[config.mk]
export PLATFORM = sky130hd
export DESIGN_NAME = multicycle_ctrl
export DESIGN_NICKNAME = d
export VERILOG_FILES = /design/src/rtl/rv_ctrl_pkg.sv /design/src/rtl/multicycle_ctrl_alu_dec.sv /design/src/rtl/multicycle_ctrl.sv
export SDC_FILE = /design/constraint.sdc
export NUM_CORES = 1
export LEC_CHECK = 0
export CAP_MARGIN = 20
export CORE_MARGIN = 1.5
export CORE_UTILIZATION = 45
export CTS_CLUSTER_DIAMETER = 200
export DETAILED_ROUTE_END_ITERATION = 6
export PLACE_DENSITY_LB_ADDON = 0.1
export SLEW_MARGIN = 5
export SYNTH_ARGS = -nofsm -noshare
export SYNTH_HDL_FRONTEND = slang
export SYNTH_HIERARCHICAL = 1
export SYNTH_SLANG_ARGS = --single-unit
[constraint.sdc]
create_clock -name clk -period 2.6 [get_ports clk]
set_clock_uncertainty 0.15 [all_clocks]
set_input_delay 0.39 -clock clk [delete_from_list [all_inputs] [get_ports clk]]
set_output_delay 0.39 -clock clk [all_outputs]
set_load 0.05 [all_outputs]
[src/rtl/rv_ctrl_pkg.sv]
// Shared encodings between the multi-cycle control FSM and the RV32I datapath.
// State codes double as the debug state_o value.
package rv_ctrl_pkg;

  typedef enum logic [3:0] {
    S_FETCH     = 4'd0,
    S_DECODE    = 4'd1,
    S_EXEC_ALU  = 4'd2,
    S_WB_ALU    = 4'd3,
    S_EXEC_ADDR = 4'd4,
    S_MEM_RD    = 4'd5,
    S_WB_MEM    = 4'd6,
    S_MEM_WR    = 4'd7,
    S_BRANCH    = 4'd8,
    S_JAL       = 4'd9,
    S_TRAP      = 4'd10
  } state_e;

  typedef enum logic [1:0] {
    CLS_ADD,
    CLS_R,
    CLS_I,
    CLS_BR
  } alu_cls_e;

  localparam logic [3:0] ALU_ADD  = 4'd0;
  localparam logic [3:0] ALU_SUB  = 4'd1;
  localparam logic [3:0] ALU_AND  = 4'd2;
  localparam logic [3:0] ALU_OR   = 4'd3;
  localparam logic [3:0] ALU_XOR  = 4'd4;
  localparam logic [3:0] ALU_SLL  = 4'd5;
  localparam logic [3:0] ALU_SRL  = 4'd6;
  localparam logic [3:0] ALU_SRA  = 4'd7;
  localparam logic [3:0] ALU_SLT  = 4'd8;
  localparam logic [3:0] ALU_SLTU = 4'd9;

  localparam logic [6:0] OPC_OP     = 7'b0110011;
  localparam logic [6:0] OPC_OPIMM  = 7'b0010011;
  localparam logic [6:0] OPC_LOAD   = 7'b0000011;
  localparam logic [6:0] OPC_STORE  = 7'b0100011;
  localparam logic [6:0] OPC_BRANCH = 7'b1100011;
  localparam logic [6:0] OPC_JAL    = 7'b1101111;

  localparam logic [1:0] WB_ALUOUT = 2'd0;
  localparam logic [1:0] WB_MDR    = 2'd1;
  localparam logic [1:0] WB_PC     = 2'd2;

  localparam logic [1:0] ASEL_PC    = 2'd0;
  localparam logic [1:0] ASEL_OLDPC = 2'd1;
  localparam logic [1:0] ASEL_RS1   = 2'd2;

  localparam logic [1:0] BSEL_RS2  = 2'd0;
  localparam logic [1:0] BSEL_IMM  = 2'd1;
  localparam logic [1:0] BSEL_FOUR = 2'd2;

endpackage

[src/rtl/multicycle_ctrl_alu_dec.sv]
// ALU operation decode from instruction class, funct3 and IR[30].
// Purely combinational, no handshake.
module alu_dec
  import rv_ctrl_pkg::*;
(
  input  alu_cls_e   cls_i,
  input  logic [2:0] funct3_i,
  input  logic       funct7_5_i,
  output logic [3:0] alu_ctrl_o
);

  always_comb begin
    alu_ctrl_o = ALU_ADD;
    case (cls_i)
      CLS_R, CLS_I: begin
        case (funct3_i)
          3'b000:  alu_ctrl_o = (cls_i == CLS_R && funct7_5_i) ? ALU_SUB : ALU_ADD;
          3'b001:  alu_ctrl_o = ALU_SLL;
          3'b010:  alu_ctrl_o = ALU_SLT;
          3'b011:  alu_ctrl_o = ALU_SLTU;
          3'b100:  alu_ctrl_o = ALU_XOR;
          3'b101:  alu_ctrl_o = funct7_5_i ? ALU_SRA : ALU_SRL;
          3'b110:  alu_ctrl_o = ALU_OR;
          default: alu_ctrl_o = ALU_AND;
        endcase
      end
      CLS_BR: begin
        // Equality compares subtract; signed/unsigned orderings use the set-less-than ops.
        case (funct3_i[2:1])
          2'b00:   alu_ctrl_o = ALU_SUB;
          2'b10:   alu_ctrl_o = ALU_SLT;
          2'b11:   alu_ctrl_o = ALU_SLTU;
          default: alu_ctrl_o = ALU_ADD;
        endcase
      end
      default: alu_ctrl_o = ALU_ADD;
    endcase
  end

endmodule

[src/rtl/multicycle_ctrl.sv]
// Multi-cycle RV32I control FSM: sequences fetch/decode/execute/memory/writeback strobes.
// Memory states hold mem_req until mem_ready; a stalled bus traps after MEM_TIMEOUT cycles.
module multicycle_ctrl
  import rv_ctrl_pkg::*;
#(
  parameter int unsigned MEM_TIMEOUT = 255
) (
  input  logic       clk,
  input  logic       rst,
  input  logic [6:0] opcode,
  input  logic [2:0] funct3,
  input  logic       funct7_5,
  input  logic       alu_zero,
  input  logic       mem_ready,
  output logic       mem_req,
  output logic       mem_we,
  output logic       addr_sel,
  output logic       ir_we,
  output logic       pc_we,
  output logic       pc_sel,
  output logic       rf_we,
  output logic [1:0] wb_sel,
  output logic [1:0] alu_a_sel,
  output logic [1:0] alu_b_sel,
  output logic [3:0] alu_ctrl,
  output logic       illegal,
  output logic       bus_err,
  output logic [3:0] state_o
);

  localparam logic [7:0] TMO_LAST = 8'(MEM_TIMEOUT - 1);

  state_e     state_q, state_d;
  logic [7:0] timer_q, timer_d;
  logic       illegal_q, illegal_d;
  logic       bus_err_q, bus_err_d;
  logic       req_st, wait_miss, timeout, br_taken, br_legal;
  alu_cls_e   cls_c;

  assign req_st    = (state_q == S_FETCH) || (state_q == S_MEM_RD) || (state_q == S_MEM_WR);
  assign wait_miss = req_st && !mem_ready;
  // The limit is checked on the last permitted wait cycle so a late ready still completes.
  assign timeout   = wait_miss && (timer_q == TMO_LAST);
  assign br_legal  = (funct3[2:1] != 2'b01);

  always_comb begin
    case (funct3)
      3'b000, 3'b101, 3'b111: br_taken = alu_zero;
      3'b001, 3'b100, 3'b110: br_taken = !alu_zero;
      default:                br_taken = 1'b0;
    endcase
  end

  always_comb begin
    state_d   = state_q;
    illegal_d = illegal_q;
    bus_err_d = bus_err_q;
    case (state_q)
      S_FETCH, S_MEM_RD, S_MEM_WR: begin
        if (mem_ready) begin
          state_d = (state_q == S_FETCH)  ? S_DECODE :
                    (state_q == S_MEM_RD) ? S_WB_MEM : S_FETCH;
        end else if (timeout) begin
          state_d   = S_TRAP;
          bus_err_d = 1'b1;
        end
      end
      S_DECODE: begin
        case (opcode)
          OPC_OP, OPC_OPIMM:   state_d = S_EXEC_ALU;
          OPC_LOAD, OPC_STORE: state_d = S_EXEC_ADDR;
          OPC_BRANCH:          state_d = S_BRANCH;
          OPC_JAL:             state_d = S_JAL;
          default: begin
            state_d   = S_TRAP;
            illegal_d = 1'b1;
          end
        endcase
      end
      S_EXEC_ALU:  state_d = S_WB_ALU;
      S_EXEC_ADDR: state_d = (opcode == OPC_STORE) ? S_MEM_WR : S_MEM_RD;
      S_BRANCH: begin
        state_d = br_legal ? S_FETCH : S_TRAP;
        if (!br_legal) illegal_d = 1'b1;
      end
      S_WB_ALU, S_WB_MEM, S_JAL: state_d = S_FETCH;
      S_TRAP:      state_d = S_TRAP;
      default:     state_d = S_FETCH;
    endcase
  end

  always_comb begin
    if (state_d != state_q) timer_d = 8'd0;
    else if (wait_miss)     timer_d = timer_q + 8'd1;
    else                    timer_d = timer_q;
  end

  always_ff @(posedge clk) begin
    if (rst) begin
      state_q   <= S_FETCH;
      timer_q   <= 8'd0;
      illegal_q <= 1'b0;
      bus_err_q <= 1'b0;
    end else begin
      state_q   <= state_d;
      timer_q   <= timer_d;
      illegal_q <= illegal_d;
      bus_err_q <= bus_err_d;
    end
  end

  // Outputs are forced idle while rst is sampled so no write can slip out with reset.
  always_comb begin
    mem_req   = 1'b0;
    mem_we    = 1'b0;
    addr_sel  = 1'b0;
    ir_we     = 1'b0;
    pc_we     = 1'b0;
    pc_sel    = 1'b0;
    rf_we     = 1'b0;
    wb_sel    = WB_ALUOUT;
    alu_a_sel = ASEL_PC;
    alu_b_sel = BSEL_RS2;
    cls_c     = CLS_ADD;
    if (!rst) begin
      case (state_q)
        S_FETCH: begin
          mem_req   = 1'b1;
          alu_b_sel = BSEL_FOUR;
          ir_we     = mem_ready;
          pc_we     = mem_ready;
        end
        S_DECODE: begin
          alu_a_sel = ASEL_OLDPC;
          alu_b_sel = BSEL_IMM;
        end
        S_EXEC_ALU: begin
          alu_a_sel = ASEL_RS1;
          alu_b_sel = (opcode == OPC_OP) ? BSEL_RS2 : BSEL_IMM;
          cls_c     = (opcode == OPC_OP) ? CLS_R : CLS_I;
        end
        S_WB_ALU: rf_we = 1'b1;
        S_EXEC_ADDR: begin
          alu_a_sel = ASEL_RS1;
          alu_b_sel = BSEL_IMM;
        end
        S_MEM_RD: begin
          mem_req  = 1'b1;
          addr_sel = 1'b1;
        end
        S_WB_MEM: begin
          rf_we  = 1'b1;
          wb_sel = WB_MDR;
        end
        S_MEM_WR: begin
          mem_req  = 1'b1;
          mem_we   = 1'b1;
          addr_sel = 1'b1;
        end
        S_BRANCH: begin
          alu_a_sel = ASEL_RS1;
          cls_c     = CLS_BR;
          pc_we     = br_legal && br_taken;
          pc_sel    = 1'b1;
        end
        S_JAL: begin
          rf_we  = 1'b1;
          wb_sel = WB_PC;
          pc_we  = 1'b1;
          pc_sel = 1'b1;
        end
        default: ;
      endcase
    end
  end

  alu_dec u_alu_dec (
    .cls_i      (cls_c),
    .funct3_i   (funct3),
    .funct7_5_i (funct7_5),
    .alu_ctrl_o (alu_ctrl)
  );

  assign illegal = illegal_q;
  assign bus_err = bus_err_q;
  assign state_o = state_q;

endmodule

==> impl_metrics.toml, run 1 <==
[clock_tree]
cts.sinks = 14
cts_made_buffers = 3
clkLatencyLatePin_ps = 280
h-tree-depth = 1
clkTransAtPathRegs_ps = 80
cts.path.max_buffers = 2
cts-root-buf = "clkbuf_4"
cts_tree = "done"

[final_layout]
diodes = 0
finish.utilization_pct = 84.1
areaGrowthSynthToFinish_pct = 76.8
drive_above_1_share_pct = 41.6
num-fill-cells = 181
num-nets-final = 281

[global_routing]
gr-usage-met1_pct = 37.2
globalRouteOverflowTotal = 0
grt_use_met3_pct = 2.16
gr-max-usage-layer = "met2"
grt_pass1_wl_mm = 7.79
first_global_vias = 1695
antenna_found_initial = 0
grt.total_usage_pct = 27.9
grt_max_degree = 17
use_met2_pct = 47.5

[critical_path]
cp-end-kind = "output pin"
critPathKind = "input port to output pin"
startpoint_type = "input port"
cp_slowest_cell = "dlygate4sd2_1"
slowest_delay_ps = 250
cp_max_fo = 2
cp_cell_sequence = "dlygate4sd2_1, nand2_2, nor2b_4, and3_4, a21oi_4, nor4_4, buf_4, ha_4, and4bb_1, o21ai_2, a31oi_4, buf_12"
critPathTopFamily = "simple AND/OR/NAND/NOR gates"
crit_required_ps = 2060
critPathBufInv = 3
cp_data_arrival_time_ps = 2250

[placed_design]
gp_congestion = 0.887
dp_slack_ps = -794
io_buffers = 37
hpwl_mm = 3.51

[floorplan]
die_h_um = 59.8
core.rowCount = 20
die_x_um = 59.8
start_util_pct = 47.6
core_area_sq_um = 3050
dieArea_sq_um = 3580
io_pins = 38

[drt]
wl_per_cell_um = 16.6
wl_mm = 5.00
vias = 1769
via_per_inst = 5.88
first_pass_iters = 4
drc = 0
drt-initial-drc-count = 136
final_antenna_net_count = 0

[sta]
min_period_ps = 2790
maxSlewViolCount = 0
setup_viol = 4
fmax_mhz = 359
maxSlewHeadroom_pct = 59.8
finalCritPeriodShare_pct = 107
whs_ps = 353
rsz0062_at_grt = "true"
tightest_slew_ps = 599
finalWorstSetupSlack_ps = -188
hold_violations = 0

[synthesis]
async_flop_share_pct = 0
syn-instance-count = 190
synth_seq_area_share_pct = 19.3
syn-num-nets = 213
avgSynthCellArea_sq_um = 7.65
yosysTopAreaCell = "dfxtp_1"
synth_area_sq_um = 1450
ys_warn_count = 6
synth_edf_count = 0
synth_area_leaders = "dfxtp_1 (19%), ha_1 (6.9%), a21oi_1 (5.5%)"
ys_ff_latch = 14
synthFlopType = "dfxtp_1"
yosys.area.top_type_share_pct = 19.3
yosysUniqueCellTypes = 53

[status]
status = "finished with violations"
violations = "setup timing"

[flow_run]
cap_violations = 0

[power_and_ir_drop]
p_per_area_nw_per_um2 = 793
p_total_mw = 2.04
vdd_ir_drop_max_mv = 0.746
p_leak_nw = 0.977

[min_path]
worstHoldPathType = "register to register"
worst reg2reg max path: stages (launching register included):
cell,delay (ps)
dfxtp_2,510
buf_4,250
nor2_1,90
o21ai_0,220
o41ai_1,140
buf_4,170
or4_1,660
a21oi_1,210
report_power, final:
part,internal (mW),switching (mW),leakage [nW]
logic,0.661,0.894,0.841
clock network,0.0853,0.0678,0.0210
registers,0.254,0.0741,0.116
placed cells by master (no fill, tap or decap), types with 6 or more instances in the layout:
cell type and count:
xnor2_1 9, nand2_1 6, a21oi_1 14, nor2_1 14, buf_4 37, nand4_1 8, dfxtp_1 10, and2_1 6
clkdlybuf4s50_1 12, buf_12 16, o21ai_0 6, inv_1 6
cell usage after synthesis (2+ instances only):
master      n
and3_1      4
o211ai_1    4
buf_6       3
nor3_1     10
o21ai_1     2
buf_2       2
clkbuf_1    5
o32a_1      2
o2111ai_1   4
inv_1       8
buf_1       2
and2_1      6
xnor2_1     9
nor4_1      3
nor2b_1     6
a21oi_1    16
mux2i_1     2
o21ai_0     7
o31ai_1     2
xor2_1      2
and4_1      2
and3b_1     2
nand4_1     8
nand2_1     9
dfxtp_1    14
ha_1        8
a31oi_1     2
nand2b_1    5
nor2_1     17
state kept, by name, indices dropped and copies added, names as in the netlist:
signal / cells
bus_err: 1
illegal: 1
timer_q: 8
state_o: 4
stage by stage:
step | std cells | instance area [sq um] | setup TNS [ps]
2_1_floorplan | 190 | 1610 | -614
3_5_place_dp | 292 | 2370 | -4600
4_1_cts | 299 | 2480 | -721
6_report | 301 | 2570 | -502
5_1_grt | 301 | 2570 | -773
3_3_place_gp | 292 | 2370 | -3610
cells by family after synthesis:
group / count (synthesis) / synth area share, %
AO/OA/AOI/OAI: 50 / 24.2
XOR/XNOR: 11 / 6.63
adder cells (fa/ha/maj): 8 / 6.89
buffers and inverters: 20 / 6.89
flip-flops: 14 / 19.3
multiplexers: 2 / 1.38
AND/OR/NAND/NOR: 85 / 34.7
worst paths after layout:
path	start	end	slack, ps	depth (start not counted)
min reg2reg	bus_err$_SDFFE_PP0P_	bus_err$_SDFFE_PP0P_	350	2
max	opcode[1]	alu_ctrl[0]	-190	12
max reg2reg	state_o[0]$_SDFF_PP0_	timer_q[0]$_SDFFE_PP0P_	130	7
min	bus_err$_SDFFE_PP0P_	bus_err$_SDFFE_PP0P_	350	2
metal layers:
layer | share of wire [%] | wire length, um
met5 | 0 | 0
met3 | 3.9 | 194
met2 | 51 | 2550
met1 | 44 | 2190
met4 | 1.3 | 67
cell type report:
| type | count | area (sq um) | share of cell area, % |
|---|---|---|---|
| Inverter | 8 | 30.0 | 1.17 |
| Sequential cell | 14 | 290 | 11.3 |
| Timing Repair Buffer | 75 | 820 | 31.9 |
| Tap cell | 44 | 55.1 | 2.14 |
| Multi-Input combinational cell | 156 | 1340 | 52.1 |
| Clock buffer | 4 | 36.3 | 1.41 |
timing repair:
action,4_1_cts,5_1_grt
gates resized for setup,34,17
pin swaps,12,12
hold buffers,0,0
setup endpoints to repair,4,15
buffers inserted,3,2
(Power assumes the default switching activity.)
==> run 2: changes to the inputs <==
--- a/constraint.sdc
+++ b/constraint.sdc
@@ -3,3 +3,3 @@
 set_input_delay 0.39 -clock clk [delete_from_list [all_inputs] [get_ports clk]]
 set_output_delay 0.39 -clock clk [all_outputs]
-set_load 0.05 [all_outputs]
+set_load 0.005 [all_outputs]
==> run 2 against run 1 <==
  * Count of clock-buffer cells in the layout did not move
  * Final cell count rose by 1.3%
  * Non-clock buffer count rose by 4
  * Sequential cell count did not move
  * Critical path type unchanged
  * Critical path depth rose by 1
  * Die area did not move
  * The run still ends with setup timing left
==> impl_metrics.toml, run 2 (synthesis results as in run 1) <==
[floorplan]
io_pins = 38
die_h_um = 59.8
dieArea_sq_um = 3580
start_util_pct = 47.6
core.rowCount = 20
core_area_sq_um = 3050
die_x_um = 59.8

[final_layout]
num-nets-final = 285
drive_above_1_share_pct = 36.0
layout.cells.most_common = "buf_4"
areaGrowthSynthToFinish_pct = 59.1
largest_reg_flops = 8
top_register = "timer_q"
mostFrequentLayoutCells = "buf_4 (38), clkdlybuf4s50_1 (22), nor2_1 (16), dfxtp_1 (13), a21oi_2 (10)"
fin_cells = 305
diodes = 0
fin_area_sq_um = 2310
finish.utilization_pct = 75.7

[placed_design]
gp_congestion = 0.901
io_buffers = 37
post_dp_cell_area_sq_um = 2050
dp_slack_ps = -1000
hpwl_mm = 3.23
place_inst = 291

[drt]
drc = 0
wl_mm = 4.73
vias = 1754
via_per_inst = 5.75
final_antenna_net_count = 0
drt-initial-drc-count = 152
wl_per_cell_um = 15.5
first_pass_iters = 4

[min_path]
worstHoldPathType = "register to register"

[sta]
fin_tns_setup_ps = -268
setup_viol = 3
rsz0062_at_grt = "true"
maxSlewHeadroom_pct = 47.8
hold_violations = 0
fmax_mhz = 362
tightest_slew_ps = 774
whs_ps = 342
finalWorstSetupSlack_ps = -160
maxSlewViolCount = 0
min_period_ps = 2760
finalCritPeriodShare_pct = 106

[clock_tree]
cts.path.max_buffers = 2
cts_made_buffers = 3
cts-root-buf = "clkbuf_4"
h-tree-depth = 1
cts.sinks = 14
cts_tree = "done"
postCtsHoldBufs = 0
clkLatencyLatePin_ps = 290
clkTransAtPathRegs_ps = 90

[status]
violations = "setup timing"
status = "finished with violations"

[power_and_ir_drop]
switching_share_pct = 45.5
p_leak_nw = 0.920
p_total_mw = 1.62
p_switching_mw = 0.739
p_comb_share_pct = 73.0
vdd_ir_drop_max_mv = 0.642
p_int_mw = 0.884
p_clk_share_pct = 10.1
p_per_area_nw_per_um2 = 702
seq_power_share_pct = 16.9

[flow_run]
cap_violations = 0

[critical_path]
critPathKind = "input port to output pin"
crit_required_ps = 2060
cp_max_fo = 2
cp_data_arrival_time_ps = 2220
critPathTopFamily = "simple AND/OR/NAND/NOR gates"
critPathBufInv = 4
crit_top_cell = "buf_6"
cp_cell_sequence = "buf_6, nor3_4, nor2b_4, and3_4, a21oi_2, nor4_1, buf_4, buf_6, ha_1, and4bb_1, o21ai_1, a31oi_1, buf_2"
slowest_delay_ps = 210
startpoint_type = "input port"
cp-end-kind = "output pin"
cp_slowest_cell = "and3_4"

[global_routing]
first_global_vias = 1662
globalRouteOverflowTotal = 0
antenna_found_initial = 0
grt.total_usage_pct = 27.7
grt_pass1_wl_mm = 7.67
grt_max_degree = 19
==> run 2: cell types whose count changed in the layout (fill, tap and decap cells not counted), moves of 3 or more <==
cell	change
a21oi_1	-8
dfxtp_1	+3
a21oi_2	+10
buf_12	-16
buf_2	+4
nor3_1	+3
buf_6	+3
clkdlybuf4s50_1	+10
==> run 2: final timing paths <==
check                                           start                      end  cells after the start  slack, ps
worst max-delay path                        opcode[2]              alu_ctrl[0]                     13       -160
worst min-delay path             bus_err$_SDFFE_PP0P_     bus_err$_SDFFE_PP0P_                      2        340
worst max register to register  state_o[1]$_SDFF_PP0_  timer_q[1]$_SDFFE_PP0P_                      6        200
worst min register to register   bus_err$_SDFFE_PP0P_     bus_err$_SDFFE_PP0P_                      2        340
==> run 2: power by group through the flow <==
stage | Combinational, mW | Sequential, mW | Clock, mW
6_report | 1.18 | 0.275 | 0.164
5_1_grt | 1.28 | 0.277 | 0.175
4_1_cts | 1.12 | 0.269 | 0.161
3_5_place_dp | 0.999 | 0.273 | 0
3_3_place_gp | 0.972 | 0.270 | 0
2_1_floorplan | 0.598 | 0.271 | 0
==> run 2: metal layers <==
layer / GRT usage [%] / part of all wire [%] / up-vias
met4: 8.89 / 1.8 / 0
met1: 37.4 / 44 / 840
li1: - / - / 852
met3: 2.38 / 4.1 / 11
met2: 46.3 / 50 / 51
met5: 0 / 0 / -
==> run 2: what timing repair did <==
action,4_1_cts,5_1_grt
pin swaps,12,9
endpoints found under the setup margin,16,19
buffers inserted,13,3
gates resized for setup,66,15
==> run 2: layout make-up <==
cell class                      count  area (sq um)
Sequential cell                    14           282
Inverter                            8          30.0
Fill cell                         223           742
Timing Repair Buffer               79           676
Tap cell                           44          55.1
Multi-Input combinational cell    156          1230
Clock buffer                        4          36.3
==> run 2: tightest hold or removal path, cell delays in order (launching register included) <==
cell     delay [ps]
dfxtp_1         340
nor2_1           50
nor2_1           70
